==> config.mk <==
export PLATFORM = sky130hd
export DESIGN_NAME = core_if_id
export DESIGN_NICKNAME = d
export VERILOG_FILES = /design/src/rtl/core_if_id.sv
export SDC_FILE = /design/constraint.sdc
export NUM_CORES = 1
export LEC_CHECK = 0
export ABC_AREA = 1
export BUFFER_PORTS_ARGS = -buffer_cell sky130_fd_sc_hd__buf_2
export CORE_UTILIZATION = 51
export CTS_CLUSTER_DIAMETER = 200
export DETAILED_ROUTE_END_ITERATION = 12
export PLACE_DENSITY_LB_ADDON = 0.15
export SYNTH_ARGS = -nofsm -noshare
export SYNTH_HDL_FRONTEND = slang
export SYNTH_SLANG_ARGS = --single-unit
==> constraint.sdc <==
create_clock -name clk -period 2 [get_ports clk]
set_input_delay 0.2 -clock clk [delete_from_list [all_inputs] [get_ports clk]]
set_output_delay 0.2 -clock clk [all_outputs]
set_load 0.1 [all_outputs]
==> src/rtl/core_if_id.sv <==
// -----------------------------------------------------------------------------
// core_if_id: IF->ID pipeline register with a valid/ready handshake.
//
// Captures an (inst_addr, inst) pair for every accepted IF beat and presents the
// pairs to decode in acceptance order, with no loss and no duplication. A taken
// jump/branch (flush_in) kills every held entry and leaves a NOP bubble.
//
// Build option (macro IF_ID_SKID_EN):
//   defined   : two entries (main M + skid S), if_ready_out comes from a flop.
//   undefined : main entry only, if_ready_out = ~id_valid_out | id_ready_in.
//
// Ports:
//   clk              clock, all state on the rising edge
//   rst              synchronous active-high reset (has priority over flush_in)
//   if_inst_addr_in  instruction address from core_if
//   if_inst_in       instruction word from core_if
//   if_valid_in      IF beat valid
//   if_ready_out     this stage can accept a beat
//   flush_in         jump/branch taken: drop all held entries
//   id_inst_addr_out address to decode (holds last main address when invalid)
//   id_inst_out      instruction to decode (NOP_INST when invalid)
//   id_valid_out     decode beat valid
//   id_ready_in      decode accepts the beat
// -----------------------------------------------------------------------------
module core_if_id #(
  parameter logic [31:0] NOP_INST   = 32'h0000_0013,
  parameter logic [31:0] RESET_ADDR = 32'h0000_0000
) (
  input  logic        clk,
  input  logic        rst,
  input  logic [31:0] if_inst_addr_in,
  input  logic [31:0] if_inst_in,
  input  logic        if_valid_in,
  output logic        if_ready_out,
  input  logic        flush_in,
  output logic [31:0] id_inst_addr_out,
  output logic [31:0] id_inst_out,
  output logic        id_valid_out,
  input  logic        id_ready_in
);

  logic        accept;
  logic        consume;
  logic        id_valid_q, id_valid_d;
  logic [31:0] m_addr_q, m_addr_d;
  logic [31:0] m_inst_q, m_inst_d;

`ifdef IF_ID_SKID_EN

  typedef enum logic [1:0] {StEmpty, StOne, StFull} state_e;

  state_e      state_q, state_d;
  logic [31:0] s_addr_q, s_addr_d;
  logic [31:0] s_inst_q, s_inst_d;
  logic        if_ready_q, if_ready_d;

  assign accept  = if_valid_in & if_ready_q;
  assign consume = id_valid_q & id_ready_in;

  always_comb begin
    state_d  = state_q;
    m_addr_d = m_addr_q;
    m_inst_d = m_inst_q;
    s_addr_d = s_addr_q;
    s_inst_d = s_inst_q;

    if (flush_in) begin
      // Any beat accepted this cycle is dropped; M keeps its old address.
      state_d  = StEmpty;
      s_addr_d = '0;
      s_inst_d = '0;
    end else begin
      unique case (state_q)
        StEmpty: begin
          if (accept) begin
            state_d  = StOne;
            m_addr_d = if_inst_addr_in;
            m_inst_d = if_inst_in;
          end
        end
        StOne: begin
          if (accept && consume) begin
            m_addr_d = if_inst_addr_in;
            m_inst_d = if_inst_in;
          end else if (accept) begin
            state_d  = StFull;
            s_addr_d = if_inst_addr_in;
            s_inst_d = if_inst_in;
          end else if (consume) begin
            state_d = StEmpty;
          end
        end
        StFull: begin
          // if_ready_q is low here, so no accept can coincide with the drain.
          if (consume) begin
            state_d  = StOne;
            m_addr_d = s_addr_q;
            m_inst_d = s_inst_q;
          end
        end
        default: state_d = StEmpty;
      endcase
    end

    id_valid_d = (state_d != StEmpty);
    if_ready_d = (state_d != StFull);
  end

  always_ff @(posedge clk) begin
    if (rst) begin
      state_q    <= StEmpty;
      m_addr_q   <= RESET_ADDR;
      m_inst_q   <= NOP_INST;
      s_addr_q   <= '0;
      s_inst_q   <= '0;
      id_valid_q <= 1'b0;
      if_ready_q <= 1'b1;
    end else begin
      state_q    <= state_d;
      m_addr_q   <= m_addr_d;
      m_inst_q   <= m_inst_d;
      s_addr_q   <= s_addr_d;
      s_inst_q   <= s_inst_d;
      id_valid_q <= id_valid_d;
      if_ready_q <= if_ready_d;
    end
  end

  assign if_ready_out = if_ready_q;

`else

  // Single entry: a new beat may enter while the held one leaves this cycle.
  assign if_ready_out = ~id_valid_q | id_ready_in;
  assign accept       = if_valid_in & if_ready_out;
  assign consume      = id_valid_q & id_ready_in;

  always_comb begin
    id_valid_d = id_valid_q;
    m_addr_d   = m_addr_q;
    m_inst_d   = m_inst_q;

    if (flush_in) begin
      id_valid_d = 1'b0;
    end else if (accept) begin
      id_valid_d = 1'b1;
      m_addr_d   = if_inst_addr_in;
      m_inst_d   = if_inst_in;
    end else if (consume) begin
      id_valid_d = 1'b0;
    end
  end

  always_ff @(posedge clk) begin
    if (rst) begin
      m_addr_q   <= RESET_ADDR;
      m_inst_q   <= NOP_INST;
      id_valid_q <= 1'b0;
    end else begin
      m_addr_q   <= m_addr_d;
      m_inst_q   <= m_inst_d;
      id_valid_q <= id_valid_d;
    end
  end

`endif

  assign id_valid_out     = id_valid_q;
  assign id_inst_out      = id_valid_q ? m_inst_q : NOP_INST;
  assign id_inst_addr_out = m_addr_q;

endmodule

Yosys cells after proc, flatten, opt, wreduce, memory -nomap -nowiden
Cells that the tools add are included.
W data, S select, Z words.
{ "op_classes": {"n_addsub": 0, "multipliers": 0, "n_div": 0, "order_cmp": 0, "eq_ne": 0, "shifts": 0, "mux": 3, "bitwise": 5, "n_reduce_logical": 3} }
{ "op_table": {"columns": ["operator", "n"], "rows": [
  ["$mux W32", 1],
  ["$and A1 B1 Y1", 2],
  ["$mux W1", 2],
  ["$not A1 Y1", 2],
  ["$reduce_and A2 Y1", 1],
  ["$reduce_bool A2 Y1", 1],
  ["$reduce_or A2 Y1", 1],
  ["$or A1 B1 Y1", 1]
]} }
{ "word_totals": {"register_bits": 65, "latchBits": 0, "ram_bits": 0, "romBits": 0, "mem_count": 0} }

Logic depth before layout (Yosys ltp)
Gate-level depths: netlist of run 1.
{ "logic_depth": {"word_depth": 4, "ltp_mapped": 6, "ltp_nobuf": 5} }

Worst setup path after synthesis of run 1
No wires, ideal clock.
{ "synth_path": {"kind": "register to output", "start": "reg id_valid_q, in the netlist id_valid_out", "end": "out id_inst_out[23]", "arrival_time_ps": 2156, "t_required_ps": 1800, "slack_ps": -356, "path_stages_with_launch": 5, "path_buffers": 2, "path_cell_list": "dfxtp_1 buf_4 clkbuf_1 nand2_1 inv_1"} }
{ "synth_via": {"elab_chain_cells": 1} }
{ "synth_rtl": {"columns": ["item", "line", "rtl"], "rows": [
  ["start: declaration", "44", "logic id_valid_q, id_valid_d;"],
  ["start signal: assignment", "162", "id_valid_q <= id_valid_d;"],
  ["$mux W32", "169", "assign id_inst_out = id_valid_q ? m_inst_q : NOP_INST;"],
  ["end: declaration", "37", "output logic [31:0] id_inst_out,"]
]} }
No other way between the ends.

Worst setup path in the final report of run 1
{ "layout_path": {"start": "reg id_valid_q, in the netlist id_valid_out", "end": "out id_inst_out[6]"} }
Same word-level chain as after synthesis.

==> flow_metrics.env, run 1 <==
export IMPL_yosysSeqAreaShare=0.416
export IMPL_vias=3201
export IMPL_grt_pass1_vias=2789
export IMPL_hold_start="rst"
export IMPL_post_cts_buffers=0
export IMPL_antenna_cells=0
export IMPL_first_pass_iters=5
export IMPL_cts_max_path_buffers=2
export IMPL_clk_latency_ns=0.32
export IMPL_gp_congestion=0.744
export IMPL_synth_edf_count=0
export IMPL_syn_inst=487
export IMPL_vias_per_cell=4.69
export IMPL_setup_ws_ns=0.0847
export IMPL_max_vdd_ir_drop_mv=0.542
export IMPL_synth_top_area_share=0.416
export IMPL_nets=673
export IMPL_fin_setup_tns_ns=0
export IMPL_hold_path_depth=2
export IMPL_ff2ff_path_depth=5
export IMPL_drive_above_1_share=0.313
export IMPL_synth_cell_area_mm2=0.00313
export IMPL_async_reset_ff_frac=0
export IMPL_clock_sinks=65
export IMPL_startpoint_type="register"
export IMPL_critPathSlowestCell="dfxtp_2"
export IMPL_crit_chain="buf_4 -> nand2_1 -> clkinvlp_4 -> buf_2"
export IMPL_clock_skew_ns=0.00668
export IMPL_die_h_um=80.3
export IMPL_initial_core_util=0.529
export IMPL_postRouteAntennaNets=0
export IMPL_nFillCells=532
export IMPL_io_buffers=134
export IMPL_num_io_pins=135
export IMPL_grt_max_degree=60
export IMPL_ys_ff_latch=65
export IMPL_timing_final_crit_share=0.958
export IMPL_areaGrowthSynthToFinish_pct=32.1
export IMPL_pre_cts_slack_ns=0.411
export IMPL_r2r_start="id_valid_out$_SDFFE_PP0P_"
export IMPL_slew_headroom=0.657
export IMPL_crit_path_end_kind="output pin"
export IMPL_crit_start="id_valid_out$_SDFFE_PP0P_"
export IMPL_period_needed_ns=1.92
export IMPL_hold_violations=0
export IMPL_arrival_ns=1.72
export IMPL_critPathMaxStageDelay_ns=0.46
export IMPL_ys_types=15
export IMPL_grt_remaining_overflow=0
export IMPL_outcome="complete, no violations"
export IMPL_dpl_hpwl_um=4860
export IMPL_cellPowerDensity_mw_per_mm2=791
export IMPL_layout_cells_non_filler=683
export IMPL_drt_iter0_drc=110
export IMPL_tightestPinTransition_ns=0.513
export IMPL_cts_root_buf="clkbuf_8"
export IMPL_clkTransAtPathRegs_ns=0.06
export IMPL_crit_type="register to output pin"
export IMPL_die_w_um=80.3
export IMPL_fmax_ghz=0.522
export IMPL_die_area_mm2=0.00645
export IMPL_slew_viol_final=0
export IMPL_grt_pass1_wl_um=11600
export IMPL_wl_per_cell_um=10.6
export IMPL_synth_area_per_cell_um2=6.43
export IMPL_p_leak_uw=0.00219
export IMPL_hp_class="primary input to register"
export IMPL_place_area_mm2=0.00391
export IMPL_yosys_warnings=0
export IMPL_wl_um=7210
export IMPL_core_area_mm2=0.00592
export IMPL_dp_cells=668
export IMPL_required_ns=1.80
export IMPL_synth_flop_cell="dfxtp_1"
export IMPL_maxCapViolCount=0
export IMPL_rows=28
export IMPL_yosys_area_top_type="dfxtp_1"
export IMPL_finalSetupViolCount=0
export IMPL_htree_levels=3
export IMPL_syn_num_nets=556
export IMPL_tritoncts="yes"
export IMPL_synth_area_leaders="dfxtp_1, nand2_1, inv_1"
export IMPL_cts_buffers=9
export IMPL_final_cell_area_mm2=0.00413
export IMPL_grt_util_all_layers=0.227
export IMPL_critical_path_peak_fanout=25
export IMPL_antenna_found_initial=0
export IMPL_route_detailed_drc=0
export IMPL_fin_hold_ws_ns=0.0549
[critical path, delay by kind of cell (launching register included)]
| family | cells | cell delay (ns) |
|---|---|---|
| simple gates | 1 | 0.14 |
| buf+inv | 3 | 0.81 |
| flops | 1 | 0.46 |
[cell families after synthesis]
family,count (synthesis),share of synthesized area
AO/OA/AOI/OAI,62,0.0992
buffers and inverters,132,0.180
flip-flops,65,0.416
AND/OR/NAND/NOR,228,0.305
[stage by stage]
step           utilization  power, µW
6_report             0.698       3270
5_1_grt              0.698       3430
4_1_cts              0.690       3290
3_5_place_dp         0.660       2290
3_3_place_gp         0.660       2280
2_1_floorplan            -       2120
[registers in the layout, indices dropped and copies added (netlist names)]
name	cells
id_inst_addr_out	32
id_valid_out	1
m_inst_q	32
[where the power goes]
part,internal [µW],switching (µW),leakage [µW]
combinational,202,630,0.00156
clock,539,467,0.0000980
sequential,1380,46.4,0.000537
[layout make-up]
class | instances | area [µm²] | area share
clock inverter | 3 | 15.0 | 0.00363
sequential | 65 | 1300 | 0.315
tap | 75 | 93.8 | 0.0227
timing repair buffer | 142 | 828 | 0.200
multi-input combinational | 290 | 1270 | 0.306
clock buffer | 12 | 165 | 0.0400
inverter | 96 | 462 | 0.112
[cell usage after synthesis, types with 2 or more instances]
library cell / instances
a21oi_1: 62
buf_2: 17
nand3_1: 67
nand2_1: 97
inv_1: 93
nor2_1: 61
buf_1: 2
buf_6: 2
inv_2: 3
dfxtp_1: 65
buf_4: 8
clkbuf_1: 7
[layer usage]
layer / track usage / routed length (µm) / share of wire / up-vias
met4: 0.0768 / 72 / 0.010 / 0
met2: 0.392 / 3380 / 0.47 / 91
met5: 0 / 0 / 0 / -
met3: 0.0716 / 522 / 0.072 / 7
li1: - / - / - / 1704
met1: 0.264 / 3230 / 0.45 / 1399
[repair_timing]
| item | 4_1_cts | 5_1_grt |
|---|---|---|
| hold buffers | 0 | 0 |
| gates resized for setup | 0 | 19 |
| endpoints found under the setup margin | 0 | 19 |
[final timing paths]
kind | endpoint | slack [ns]
max | id_inst_out[6] | 0.08
min | id_valid_out$_SDFFE_PP0P_ | 0.05
max reg2reg | m_inst_q[5]$_SDFFE_PP0P_ | 0.67
min reg2reg | m_inst_q[4]$_SDFFE_PP1P_ | 0.47
[placed cells by master (no fill, tap or decap), drive strengths merged]
cell type  netlist  layout
inv             96      69
nand3           67      67
clkinvlp         0      27
nor3             1       1
dfxtp           65      65
clkinv           0       3
buf             29     123
a21oi           62      62
nor2            62      62
clkbuf           7      31
nand2           98      98
Power figures use the tool's default switching activity.
==> run 2: changes to the inputs <==
--- a/config.mk
+++ b/config.mk
@@ -7,7 +7,7 @@
 export LEC_CHECK = 0
 export ABC_AREA = 1
 export BUFFER_PORTS_ARGS = -buffer_cell sky130_fd_sc_hd__buf_2
-export CORE_UTILIZATION = 51
+export CORE_UTILIZATION = 43
 export CTS_CLUSTER_DIAMETER = 200
 export DETAILED_ROUTE_END_ITERATION = 12
 export PLACE_DENSITY_LB_ADDON = 0.15
==> constraint.sdc (replaced) <==
create_clock -name clk -period 1.6 [get_ports clk]
set_input_delay 0.16 -clock clk [delete_from_list [all_inputs] [get_ports clk]]
set_output_delay 0.16 -clock clk [all_outputs]
set_load 0.1 [all_outputs]
==> flow_metrics.env, run 2 (synthesis results as in run 1) <==
export IMPL_io_buffers=134
export IMPL_finalSetupViolCount=0
export IMPL_grt_util_all_layers=0.217
export IMPL_tritoncts="yes"
export IMPL_clkTransAtPathRegs_ns=0.07
export IMPL_cellPowerDensity_mw_per_mm2=932
export IMPL_ff2ff_setup_slack_ns=0.40
export IMPL_intPower_uw=2880
export IMPL_slew_viol_final=0
export IMPL_seqPwrFrac=0.410
export IMPL_num_io_pins=135
export IMPL_wl_per_cell_um=11.1
export IMPL_die_h_um=87.3
export IMPL_critPathMaxStageDelay_ns=0.43
export IMPL_clock_skew_ns=0.00796
export IMPL_nFillCells=641
export IMPL_crit_path_end_kind="output pin"
export IMPL_nets=677
export IMPL_first_pass_iters=4
export IMPL_final_common_cell="buf_2"
export IMPL_startpoint_type="register"
export IMPL_critical_path_peak_fanout=17
export IMPL_pwr_share_clk=0.338
export IMPL_crit_family="buffers and inverters"
export IMPL_crit_type="register to output pin"
export IMPL_rows=30
export IMPL_max_vdd_ir_drop_mv=0.640
export IMPL_tightestPinTransition_ns=0.494
export IMPL_fin_hold_ws_ns=0.0408
export IMPL_drive_above_1_share=0.321
export IMPL_p_leak_uw=0.00235
export IMPL_slew_headroom=0.673
export IMPL_grt_remaining_overflow=0
export IMPL_cts_buffers=9
export IMPL_final_cell_area_mm2=0.00469
export IMPL_hold_violations=0
export IMPL_outcome="complete, no violations"
export IMPL_required_ns=1.44
export IMPL_grt_pass1_vias=2982
export IMPL_wl_um=7870
export IMPL_cts_max_path_buffers=2
export IMPL_timing_final_crit_share=0.935
export IMPL_swShare=0.342
export IMPL_layout_cells_most_common_list="buf_2, nand2_1, nand3_1, inv_1, dfxtp_1"
export IMPL_dpl_hpwl_um=5150
export IMPL_htree_levels=3
export IMPL_cts_root_buf="clkbuf_8"
export IMPL_grt_max_degree=65
export IMPL_antenna_cells=0
export IMPL_areaGrowthSynthToFinish_pct=49.8
export IMPL_postRouteAntennaNets=0
export IMPL_crit_chain="buf_6 -> nand2_1 -> clkinvlp_4 -> buf_12"
export IMPL_maxCapViolCount=0
export IMPL_share_comb_of_total_power=0.253
export IMPL_hp_class="primary input to register"
export IMPL_initial_core_util=0.453
export IMPL_antenna_found_initial=0
export IMPL_fmax_ghz=0.669
export IMPL_vias=3303
export IMPL_period_needed_ns=1.50
export IMPL_vias_per_cell=4.66
export IMPL_die_area_mm2=0.00762
export IMPL_arrival_ns=1.34
export IMPL_switchingPower_uw=1490
export IMPL_clock_sinks=65
export IMPL_grt_pass1_wl_um=13100
export IMPL_route_detailed_drc=0
export IMPL_critPathSlowestCell="dfxtp_4"
export IMPL_gp_congestion=0.725
export IMPL_crit_buf_inv=3
export IMPL_rsz0062_at_grt="false"
export IMPL_die_w_um=87.3
export IMPL_place_area_mm2=0.00440
export IMPL_core_area_mm2=0.00691
export IMPL_drt_iter0_drc=175
export IMPL_clk_latency_ns=0.34
## run 2: changes by cell type in the layout (fill, tap and decap cells not counted), sizes merged
cell	previous run	this run
clkbuf	31	12
clkinvlp	27	29
clkinv	3	1
dlygate4sd3	0	1
buf	123	144
bufinv	0	1
bufbuf	0	1
## run 2: cell type report
cell class	count	area, µm²	area share
clock buffers	12	165	0.0352
repair buffers	146	1310	0.280
clock inverters	4	50.0	0.0107
well taps	96	120	0.0256
inverters	96	462	0.0985
multi-input cells	290	1270	0.272
flip-flops and latches	65	1310	0.278
## run 2: through the flow
step	instances	setup slack [ns]	total power (µW)	utilization	setup TNS, ns
final	709	0.104	4370	0.679	0
after global routing	709	0.0192	4580	0.679	0
after CTS	709	0.0952	4410	0.679	0
after detailed placement	689	0.307	2920	0.638	0
after global placement	689	0.328	2900	0.638	0
after floorplan	487	-0.0307	2660	-	-0.613
## run 2: power by group through the flow
stage / Clock [µW] / Sequential [µW] / Combinational [µW]
4_1_cts: 1510 / 1790 / 1110
2_1_floorplan: 0 / 2210 / 442
3_3_place_gp: 0 / 1820 / 1070
3_5_place_dp: 0 / 1830 / 1090
5_1_grt: 1590 / 1800 / 1190
6_report: 1470 / 1790 / 1100
## run 2: worst paths after layout
| path | depth (start not counted) | to | startpoint |
|---|---|---|---|
| max | 4 | id_inst_out[17] | id_valid_out$_SDFFE_PP0P_ |
| min | 2 | id_valid_out$_SDFFE_PP0P_ | flush_in |
| max reg2reg | 4 | id_inst_addr_out[16]$_SDFFE_PP0P_ | id_valid_out$_SDFFE_PP0P_ |
| min reg2reg | 2 | m_inst_q[4]$_SDFFE_PP1P_ | m_inst_q[4]$_SDFFE_PP1P_ |
## run 2: worst register-to-register path, cell delays in order, from the launching register on
cell and delay (ns):
dfxtp_4 0.43, nand2_4 0.10, bufbuf_16 0.33, a21oi_1 0.19
nor2_1 0.06
## run 2: per-layer routing
metal / global-route usage / wire length [µm] / vias up
li1: - / - / 1716
met1: 0.265 / 3560 / 1444
met2: 0.364 / 3660 / 132
met3: 0.0616 / 540 / 11
met4: 0.0760 / 117 / 0
met5: 0 / 0 / -
## run 2: timing repair
item	CTS	global route
resized for setup	2	0
endpoints found under the hold margin	1	0
hold buffers	1	0
setup endpoints to repair	18	0
buffers inserted	2	0
